`src/rtl/led_bank_arbiter_if.sv`:
```
// Bundle of the arbiter's requester-side and LED-side signals.
// The slave modport is the arbiter's view. The master modport is the view of
// the pattern generators and the consumer of the LED drive.
interface led_bank_arbiter_if #(
    parameter int NUM_REQ = 3
);
    logic                   en;
    logic [NUM_REQ-1:0]     req;
    logic [4*NUM_REQ-1:0]   pat;
    logic [NUM_REQ-1:0]     grant;
    logic [NUM_REQ-1:0]     done;
    logic                   busy;
    logic [3:0]             led;

    modport master (
        output en, req, pat,
        input  grant, done, busy, led
    );

    modport slave (
        input  en, req, pat,
        output grant, done, busy, led
    );
endinterface

```
`src/rtl/led_bank_arbiter.sv`:
```
// led_bank_arbiter: round-robin time-slot owner of the 4-LED bank.
// The FSM runs IDLE -> GRANT -> GAP -> IDLE. Each grant lasts at most
// SLOT_CYCLES cycles. Each grant is followed by GAP_CYCLES cycles with the LEDs off.
// Optional feature macro: LED_ARB_PREEMPT_EN makes requester 0 urgent. It wins
// in IDLE and aborts any other owner's slot. When the macro is undefined, the
// arbiter is plain round-robin.
module led_bank_arbiter #(
    parameter int NUM_REQ     = 3,
    parameter int SLOT_CYCLES = 50_000_000,
    parameter int GAP_CYCLES  = 2_500_000,
    parameter int CNT_W       = 26
) (
    input  logic                 sys_clk,
    input  logic                 rst,
    led_bank_arbiter_if.slave    io_bus
);
    localparam int IDX_W = $clog2(NUM_REQ);

    typedef enum logic [1:0] {S_IDLE, S_GRANT, S_GAP} state_t;

    state_t             r_state,  w_state_next;
    logic [CNT_W-1:0]   r_cnt,    w_cnt_next;
    logic [IDX_W-1:0]   r_rr_ptr, w_rr_ptr_next;
    logic [IDX_W-1:0]   r_owner,  w_owner_next;
    logic [NUM_REQ-1:0] r_grant,  w_grant_next;
    logic [NUM_REQ-1:0] r_done,   w_done_next;
    logic               r_busy,   w_busy_next;
    logic [3:0]         r_led,    w_led_next;

    logic               w_pick_valid;
    logic [IDX_W-1:0]   w_pick_idx;
    logic [IDX_W:0]     w_scan;
    logic               w_preempt;
    logic               w_owner_req;
    logic               w_slot_end;

    assign w_owner_req = io_bus.req[r_owner];
    assign w_slot_end  = (r_cnt == CNT_W'(SLOT_CYCLES - 1));

`ifdef LED_ARB_PREEMPT_EN
    assign w_preempt = io_bus.req[0] && (r_owner != '0);
`else
    assign w_preempt = 1'b0;
`endif

    // Round-robin pick: the first set request scanning from r_rr_ptr upward, with wraparound.
    // The loop runs backwards so that the earliest position in scan order wins.
    always_comb begin
        w_pick_valid = 1'b0;
        w_pick_idx   = '0;
        w_scan       = '0;
        for (int k = NUM_REQ - 1; k >= 0; k--) begin
            w_scan = {1'b0, r_rr_ptr} + (IDX_W+1)'(k);
            if (w_scan >= (IDX_W+1)'(NUM_REQ))
                w_scan = w_scan - (IDX_W+1)'(NUM_REQ);
            if (io_bus.req[w_scan[IDX_W-1:0]]) begin
                w_pick_valid = 1'b1;
                w_pick_idx   = w_scan[IDX_W-1:0];
            end
        end
`ifdef LED_ARB_PREEMPT_EN
        if (io_bus.req[0]) begin
            w_pick_valid = 1'b1;
            w_pick_idx   = '0;
        end
`endif
    end

    // Next-state and registered-output logic for the grant FSM.
    always_comb begin
        w_state_next  = r_state;
        w_cnt_next    = r_cnt;
        w_rr_ptr_next = r_rr_ptr;
        w_owner_next  = r_owner;
        w_grant_next  = r_grant;
        w_done_next   = '0;
        w_busy_next   = r_busy;
        w_led_next    = r_led;

        if (!io_bus.en) begin
            // Disable drops everything at once. No done pulse is sent, and the rotation point is kept.
            w_state_next = S_IDLE;
            w_grant_next = '0;
            w_led_next   = 4'b0000;
            w_busy_next  = 1'b0;
            w_cnt_next   = '0;
        end else begin
            case (r_state)
                S_IDLE: begin
                    w_grant_next = '0;
                    w_led_next   = 4'b0000;
                    w_busy_next  = 1'b0;
                    w_cnt_next   = '0;
                    if (w_pick_valid) begin
                        w_state_next  = S_GRANT;
                        w_grant_next  = {{(NUM_REQ-1){1'b0}}, 1'b1} << w_pick_idx;
                        w_owner_next  = w_pick_idx;
                        w_busy_next   = 1'b1;
                        w_led_next    = io_bus.pat[{w_pick_idx, 2'b00} +: 4];
                        w_rr_ptr_next = (w_pick_idx == IDX_W'(NUM_REQ - 1)) ? '0 : w_pick_idx + 1'b1;
                    end
                end
                S_GRANT: begin
                    if (!w_owner_req || w_preempt || w_slot_end) begin
                        // A release or a preemption takes precedence over slot expiry, so done pulses only on a true timeout.
                        w_state_next = S_GAP;
                        w_grant_next = '0;
                        w_led_next   = 4'b0000;
                        w_cnt_next   = '0;
                        if (w_owner_req && !w_preempt)
                            w_done_next = r_grant;
                    end else begin
                        w_cnt_next = r_cnt + 1'b1;
                        w_led_next = io_bus.pat[{r_owner, 2'b00} +: 4];
                    end
                end
                S_GAP: begin
                    w_grant_next = '0;
                    w_led_next   = 4'b0000;
                    w_busy_next  = 1'b1;
                    if (r_cnt == CNT_W'(GAP_CYCLES - 1)) begin
                        w_state_next = S_IDLE;
                        w_busy_next  = 1'b0;
                        w_cnt_next   = '0;
                    end else begin
                        w_cnt_next = r_cnt + 1'b1;
                    end
                end
                default: begin
                    w_state_next = S_IDLE;
                    w_grant_next = '0;
                    w_led_next   = 4'b0000;
                    w_busy_next  = 1'b0;
                    w_cnt_next   = '0;
                end
            endcase
        end
    end

    // State and output registers. Reset is asynchronous, so the LEDs blank immediately.
    always_ff @(posedge sys_clk or posedge rst) begin
        if (rst) begin
            r_state  <= S_IDLE;
            r_cnt    <= '0;
            r_rr_ptr <= '0;
            r_owner  <= '0;
            r_grant  <= '0;
            r_done   <= '0;
            r_busy   <= 1'b0;
            r_led    <= 4'b0000;
        end else begin
            r_state  <= w_state_next;
            r_cnt    <= w_cnt_next;
            r_rr_ptr <= w_rr_ptr_next;
            r_owner  <= w_owner_next;
            r_grant  <= w_grant_next;
            r_done   <= w_done_next;
            r_busy   <= w_busy_next;
            r_led    <= w_led_next;
        end
    end

    assign io_bus.grant = r_grant;
    assign io_bus.done  = r_done;
    assign io_bus.busy  = r_busy;
    assign io_bus.led   = r_led;
endmodule
```
`src/flat_wrapper.sv`:
```
// flat-port wrapper written by rule: the top's interface ports become plain ports
module led_bank_arbiter_flat 
#(
    parameter int NUM_REQ     = 3,
    parameter int SLOT_CYCLES = 50_000_000,
    parameter int GAP_CYCLES  = 2_500_000,
    parameter int CNT_W       = 26
)
  (sys_clk, rst, io_bus_en, io_bus_req, io_bus_pat, io_bus_grant, io_bus_done, io_bus_busy, io_bus_led);
  led_bank_arbiter_if #(.NUM_REQ(NUM_REQ)) io_bus_i ();
  input  logic sys_clk;
  input  logic rst;
  input wire logic [$bits(io_bus_i.en)-1:0] io_bus_en;
  input wire logic [$bits(io_bus_i.req)-1:0] io_bus_req;
  input wire logic [$bits(io_bus_i.pat)-1:0] io_bus_pat;
  output wire logic [$bits(io_bus_i.grant)-1:0] io_bus_grant;
  output wire logic [$bits(io_bus_i.done)-1:0] io_bus_done;
  output wire logic [$bits(io_bus_i.busy)-1:0] io_bus_busy;
  output wire logic [$bits(io_bus_i.led)-1:0] io_bus_led;
  assign io_bus_i.en = io_bus_en;
  assign io_bus_i.req = io_bus_req;
  assign io_bus_i.pat = io_bus_pat;
  assign io_bus_grant = io_bus_i.grant;
  assign io_bus_done = io_bus_i.done;
  assign io_bus_busy = io_bus_i.busy;
  assign io_bus_led = io_bus_i.led;
  led_bank_arbiter #(.NUM_REQ(NUM_REQ), .SLOT_CYCLES(SLOT_CYCLES), .GAP_CYCLES(GAP_CYCLES), .CNT_W(CNT_W)) u_core (.sys_clk(sys_clk), .rst(rst), .io_bus(io_bus_i));
endmodule
```
`config.mk`:
```
export PLATFORM = sky130hd
export DESIGN_NAME = led_bank_arbiter_flat
export DESIGN_NICKNAME = d
export VERILOG_FILES = /design/src/rtl/led_bank_arbiter_if.sv /design/src/rtl/led_bank_arbiter.sv /design/src/flat_wrapper.sv
export SDC_FILE = /design/constraint.sdc
export NUM_CORES = 1
export LEC_CHECK = 0
export ABC_AREA = 0
export CAP_MARGIN = 20
export CORE_UTILIZATION = 50
export DETAILED_ROUTE_END_ITERATION = 8
export PLACE_DENSITY = 0.72
export SYNTH_ARGS = -nofsm -noshare
export SYNTH_HDL_FRONTEND = slang
export SYNTH_SLANG_ARGS = --single-unit
```
`constraint.sdc`:
```
create_clock -name sys_clk -period 5.5 [get_ports sys_clk]
set_input_delay 1.1 -clock sys_clk [delete_from_list [all_inputs] [get_ports sys_clk]]
set_output_delay 1.1 -clock sys_clk [all_outputs]
set_load 0.05 [all_outputs]
```
; Yosys cells after proc, flatten, opt, wreduce, memory -nomap -nowiden
; Index checks and enable logic that the tools add are counted.
[totals]
ff_bits = 43
in_bits = 18
output_inout_bits = 11
word_cells = 82
[classes]
n_addsub = 7
order_cmp = 7
eq_ne = 9
shift = 3
n_mux = 43
n_reduce_logical = 5
[op_table]
columns = operator, n
row1 = $mux W26, 3
row2 = $pmux W26 S2, 1
row3 = $add A26 B1 Y26 const B, 1
row4 = $eq A26 B22 Y1 const B, 1
row5 = $eq A26 B26 Y1 const B, 1
row6 = $shiftx A12 B5 Y4, 2
row7 = $mux W2, 11
row8 = $mux W3, 7
row9 = $lt A2 B3 Y1 const B, 4
row10 = $mux W4, 3
row11 = $mux W1, 10
row12 = $ne A3 B2 Y1 const B, 3
row13 = $bmux W1 S2, 4
row14 = $pmux W4 S2, 1
row15 = $ge A3 B2 Y1 const B, 2
row16 = $pmux W2 S3, 1
row17 = $pmux W3 S2, 1
row18 = $reduce_and A3 Y1, 2
row19 = $sub A2 B2 Y2 const B, 3
row20 = $eq A2 B2 Y1 const B, 2
row21 = $add A2 B1 Y3 const B, 1
row22 = $add A2 B2 Y3 const B, 1
row23 = $pmux W1 S3, 1
row24 = $shl A1 B2 Y3 const A, 1
row25 = 7 further kinds, 7

; Depth between registers and ports, before layout
[depth]
depth_word = 12
mapped_depth = 10
mapped_depth_nobuf = 8

; Worst setup path before layout
; No wires, ideal clock.
[synth_path]
path_kind = input to register
startpoint = input io_bus_req[2]
endpoint = register u_core.r_owner[0]
setup_ns = 0.125
arrival_time_ns = 2.435
t_required_ns = 5.375
slack_ns = 2.940
path_stages = 5
n_path_buf = 0
cell_sequence = mux2i_1 o22ai_1 o41a_1 nand2_1 mux2_2
[synth_via]
elab_chain_cells = 6
word_cells_on_any_way = 13
classes_between = 12 x mux / 1 x reduce/logical
[synth_rtl]
columns = element, line
row1 = "start, declared", flat_wrapper.sv:14  ; input wire logic [$bits(io_bus_i.req)-1:0] io_bus_req;
row2 = $bmux W1 S2, led_bank_arbiter.sv:56  ; if (io_bus.req[w_scan[IDX_W-1:0]]) begin
row3 = $mux W1 (not written as such), led_bank_arbiter.sv:56
row4 = $mux W1 (3 in a row), led_bank_arbiter.sv:56
row5 = $reduce_and A3 Y1 (no source line), --
row6 = "end signal, assigned", led_bank_arbiter.sv:155  ; r_owner <= w_owner_next;
row7 = "end, declared", led_bank_arbiter.sv:24  ; logic [IDX_W-1:0] r_owner, w_owner_next;
; Parallel ways exist; a longest one is shown, timed or not. The select of a mux whose other input is x is not followed.
; A chain may end at the register's enable or synchronous reset.

; Worst setup path in the final report
[layout_path]
startpoint = input io_bus_req[2]
endpoint = register u_core.r_owner[1]
; Same word-level chain as after synthesis.

==> metrics.sh <==
SYNTH_SEQ_AREA_SHARE_PCT=42.3
FLOORPLAN.DIE.WIDTH_UM=73.4
COUNT_OF_PINS_OVER_THEIR_SLEW_LIMIT=0
SYNTH_AREA_LEADERS='sky130_fd_sc_hd__dfrtp_1, sky130_fd_sc_hd__nor2_1, sky130_fd_sc_hd__xor2_1, sky130_fd_sc_hd__ha_1, sky130_fd_sc_hd__mux2i_1'
HTREEDEPTH=2
FLOORPLAN.INITIALDENSITY_PCT=52.9
DIODES_INSERTED=0
FINAL.MIN_CLOCK_PERIOD_PS=3010
P_INT_uW=687
SYNTH-SEQ-CELLS=43
COMBPWRFRAC_PCT=50.3
DRV_CAP=0
IO_PINS=29
P_CLK_SHARE_PCT=16.3
PLACEMENT.IO_BUFFERS=28
FIRST_GLOBAL_VIAS=1950
DIE_AREA_MM2=0.00538
LARGEST_NET_DEGREE_AT_THE_START_OF_GLOBAL_ROUTING=27
SYNTH.TOP_CELL.AREA_SHARE_PCT=42.3
CTS.CLK_SLEW.WORST_PATHS_PS=80
DIE_Y_UM=73.4
LAYOUT-AREA-OVERHEAD-VS-SYNTH_PCT=16.6
PATH_TYPE_OF_THE_WORST_MIN_DELAY_PATH='reg -> reg'
POWERDENSITY_mW_PER_MM2=407
DRC=0
WORSTPATHMAXFANOUT=8
TIMING.FINAL.HOLD_VIOLATIONS=0
FINAL.SETUP.WORST_SLACK_PS=2490
DETAILEDROUTE.FIRSTPASSITERATIONCOUNT=4
YOSYS.AREA.TOP_TYPE='sky130_fd_sc_hd__dfrtp_1'
MOST-COMMON-LAYOUT-CELLS='sky130_fd_sc_hd__dfrtp_1, sky130_fd_sc_hd__nor2_1, sky130_fd_sc_hd__clkdlybuf4s50_1'
ANTENNA_FOUND_INITIAL=0
VIAS=2078
RUN_STATUS='complete, no violations'
CRITPATHCAPTURETYPE='flip-flop'
GLOBALPLACE.CONGESTION=0.797
SYN-NUM-NETS=297
PLACEMENT_ROWS=25
P_SEQ_SHARE_PCT=33.3
TRITONCTS_CLOCK_TREE='done'
YS_ASYNC_SR_FRACTION_PCT=100
RELATIVE_SLEW_SLACK_PCT=45.6
SWITCHINGPOWER_uW=521
DRT.ANTENNA.VIOLATING_NETS=0
PERIOD_SHARE_PCT=54.8
MIN_DELAY_PATH_DEPTH=1
CTS-RESIZED-GATES=0
ROUTE.DETAILED.VIAS_PER_INST=5.62
POSTSYNTH.TOPFLOPCELL='sky130_fd_sc_hd__dfrtp_1'
WIRELENGTH_MM=5.39
LAYOUT.CELLS.MOST_COMMON='sky130_fd_sc_hd__dfrtp_1'
SETUP_VIOLATIONS=0
TIMING.CRITICAL_PATH.REQUIRED_PS=5690
DRIVE_GT1_SHARE_PCT=6.27
GLOBAL_ROUTE_OVERFLOW=0
WORST_CLOCK_SKEW_PS=6.54
WORST_IR_DROP_VDD_mV=0.285
CLK_PATH_BUF_DEPTH=2
SYNTH.AVG_CELL_AREA_UM2=9.40
POWER.LEAKAGE_nW=1.19
POWER_mW=1.21
MAX_FREQ_GHz=0.332
GRT_PASS1_WL_MM=8.94
FIN_WORST_HOLD_SLACK_PS=497
DRT_FIRST_ITER_VIOLATIONS=170
SYNTHESIS.YOSYS.WARNINGS=0
P_SW_SHARE_PCT=43.1
CORE-AREA_MM2=0.00482
DP.FINAL_HPWL_MM=3.97
WL_PER_CELL_UM=14.6
FINAL_NETS=328
REG2REG_DEPTH=7
CLOCK-ROOT-BUFFER='sky130_fd_sc_hd__clkbuf_8'
CTS.HOLD.BUFFERS_ADDED=0
CLOCK-SINKS=43
TNS_PS=0
TRITONCTS.NUM_BUFFERS=5
GRTUSAGETOTAL_PCT=21.8
UNREPAIRED_SETUP_ENDPOINTS_AFTER_GLOBAL_ROUTING='false'
POST_SYNTH_INSTANCE_AREA_MM2=0.00255
SYNTH-EDFF-COUNT=0
PATH_CLASS='in -> reg'
NETLIST_INSTANCES=271
STARTPOINT_CLASS_OF_THE_CRITICAL_PATH='primary input'
POST_SYNTH_NUM_CELL_TYPES=50
PRECTSSETUPSLACK_PS=2220
TIGHTESTPINTRANSITION_PS=815
POSTCTSSETUPREPAIRBUFS=0
CP_DATA_ARRIVAL_TIME_PS=3200
SKEW_PAIR_LATE_INSERTION_DELAY_PS=300
-- cell families after synthesis --
family                   synth area share [%]
flip-flops                               42.3
buffers and inverters                    3.69
multiplexers                             5.80
adder cells (fa/ha/maj)                  3.93
XOR/XNOR                                 8.26
AND/OR/NAND/NOR                          23.6
AO/OA/AOI/OAI                            12.5
-- state kept, by name (all words and copies together) (netlist names) --
name                 count
u_core.io_bus.grant      3
u_core.io_bus.led        4
u_core.r_state           2
u_core.r_rr_ptr          2
u_core.r_cnt            26
u_core.io_bus.done       3
u_core.io_bus.busy       1
u_core.r_owner           2
-- worst paths after layout --
kind | startpoint | endpoint | slack, ps
hold / removal | u_core.r_cnt[0] | u_core.r_cnt[0] | 500
setup / recovery | io_bus_req[2] | u_core.r_owner[1] | 2490
setup reg to reg | u_core.r_rr_ptr[1] | u_core.r_owner[1] | 2850
min in group asynchronous | rst | u_core.r_cnt[24] | 1110
max in group asynchronous | rst | u_core.r_rr_ptr[1] | 3690
hold reg to reg | u_core.r_cnt[0] | u_core.r_cnt[0] | 500
-- metrics by stage --
stage / cell area, um^2 / instances / utilization [%]
2_1_floorplan: 2550 / 271 / -
3_3_place_gp: 2880 / 362 / 59.9
3_5_place_dp: 2880 / 362 / 59.9
4_1_cts: 2970 / 370 / 61.6
5_1_grt: 2970 / 370 / 61.6
6_report: 2970 / 370 / 61.6
-- cells in the mapped netlist, types with 2 or more instances --
master and n:
sky130_fd_sc_hd__or2_0 3, sky130_fd_sc_hd__nand3_1 10, sky130_fd_sc_hd__o21ai_0 3, sky130_fd_sc_hd__nor4b_1 3, sky130_fd_sc_hd__nor2b_1 3, sky130_fd_sc_hd__nand2_1 26
sky130_fd_sc_hd__inv_1 14, sky130_fd_sc_hd__xnor2_1 11, sky130_fd_sc_hd__mux2_2 3, sky130_fd_sc_hd__and3_1 5, sky130_fd_sc_hd__a21oi_1 12, sky130_fd_sc_hd__nor3_1 6
sky130_fd_sc_hd__and4_1 4, sky130_fd_sc_hd__and2_1 4, sky130_fd_sc_hd__a211oi_1 3, sky130_fd_sc_hd__buf_4 2, sky130_fd_sc_hd__or4_1 2, sky130_fd_sc_hd__dfrtp_1 43
sky130_fd_sc_hd__xor2_1 13, sky130_fd_sc_hd__nand2b_1 2, sky130_fd_sc_hd__nand4_1 5, sky130_fd_sc_hd__a32oi_1 3, sky130_fd_sc_hd__mux2i_1 10, sky130_fd_sc_hd__nor2_1 40
sky130_fd_sc_hd__ha_1 8, sky130_fd_sc_hd__nand3b_1 2, sky130_fd_sc_hd__nor4_1 3, sky130_fd_sc_hd__buf_2 3, sky130_fd_sc_hd__o31ai_1 4
-- power groups by stage --
stage / logic, mW / registers (mW) / clock network [mW]
CTS: 0.604 / 0.402 / 0.202
detailed placement: 0.599 / 0.409 / 0
finish: 0.608 / 0.403 / 0.197
global route: 0.656 / 0.407 / 0.215
global placement: 0.596 / 0.408 / 0
floorplan: 0.382 / 0.477 / 0
-- cell type report --
class                           count  area [um^2]
Fill cell                         416         1850
Multi-Input combinational cell    208         1380
Sequential cell                    43         1080
Timing Repair Buffer               30          295
Tap cell                           67         83.8
Clock buffer                        6         72.6
Inverter                           14         52.6
Clock inverter                      2         12.5
-- routing by layer --
metal  wire (um)  track usage (%)
met1        2600             29.4
met2        2460             33.4
met3         226             5.49
met4         107             8.76
met5           0                0
-- worst max-delay path, stage by stage --
cell and delay (ps):
sky130_fd_sc_hd__clkdlybuf4s50_1 500, sky130_fd_sc_hd__mux2i_1 270, sky130_fd_sc_hd__o22ai_1 150, sky130_fd_sc_hd__o41a_1 560, sky130_fd_sc_hd__nand2_1 260, sky130_fd_sc_hd__mux2_2 360
Power figures use the tool's default switching activity.
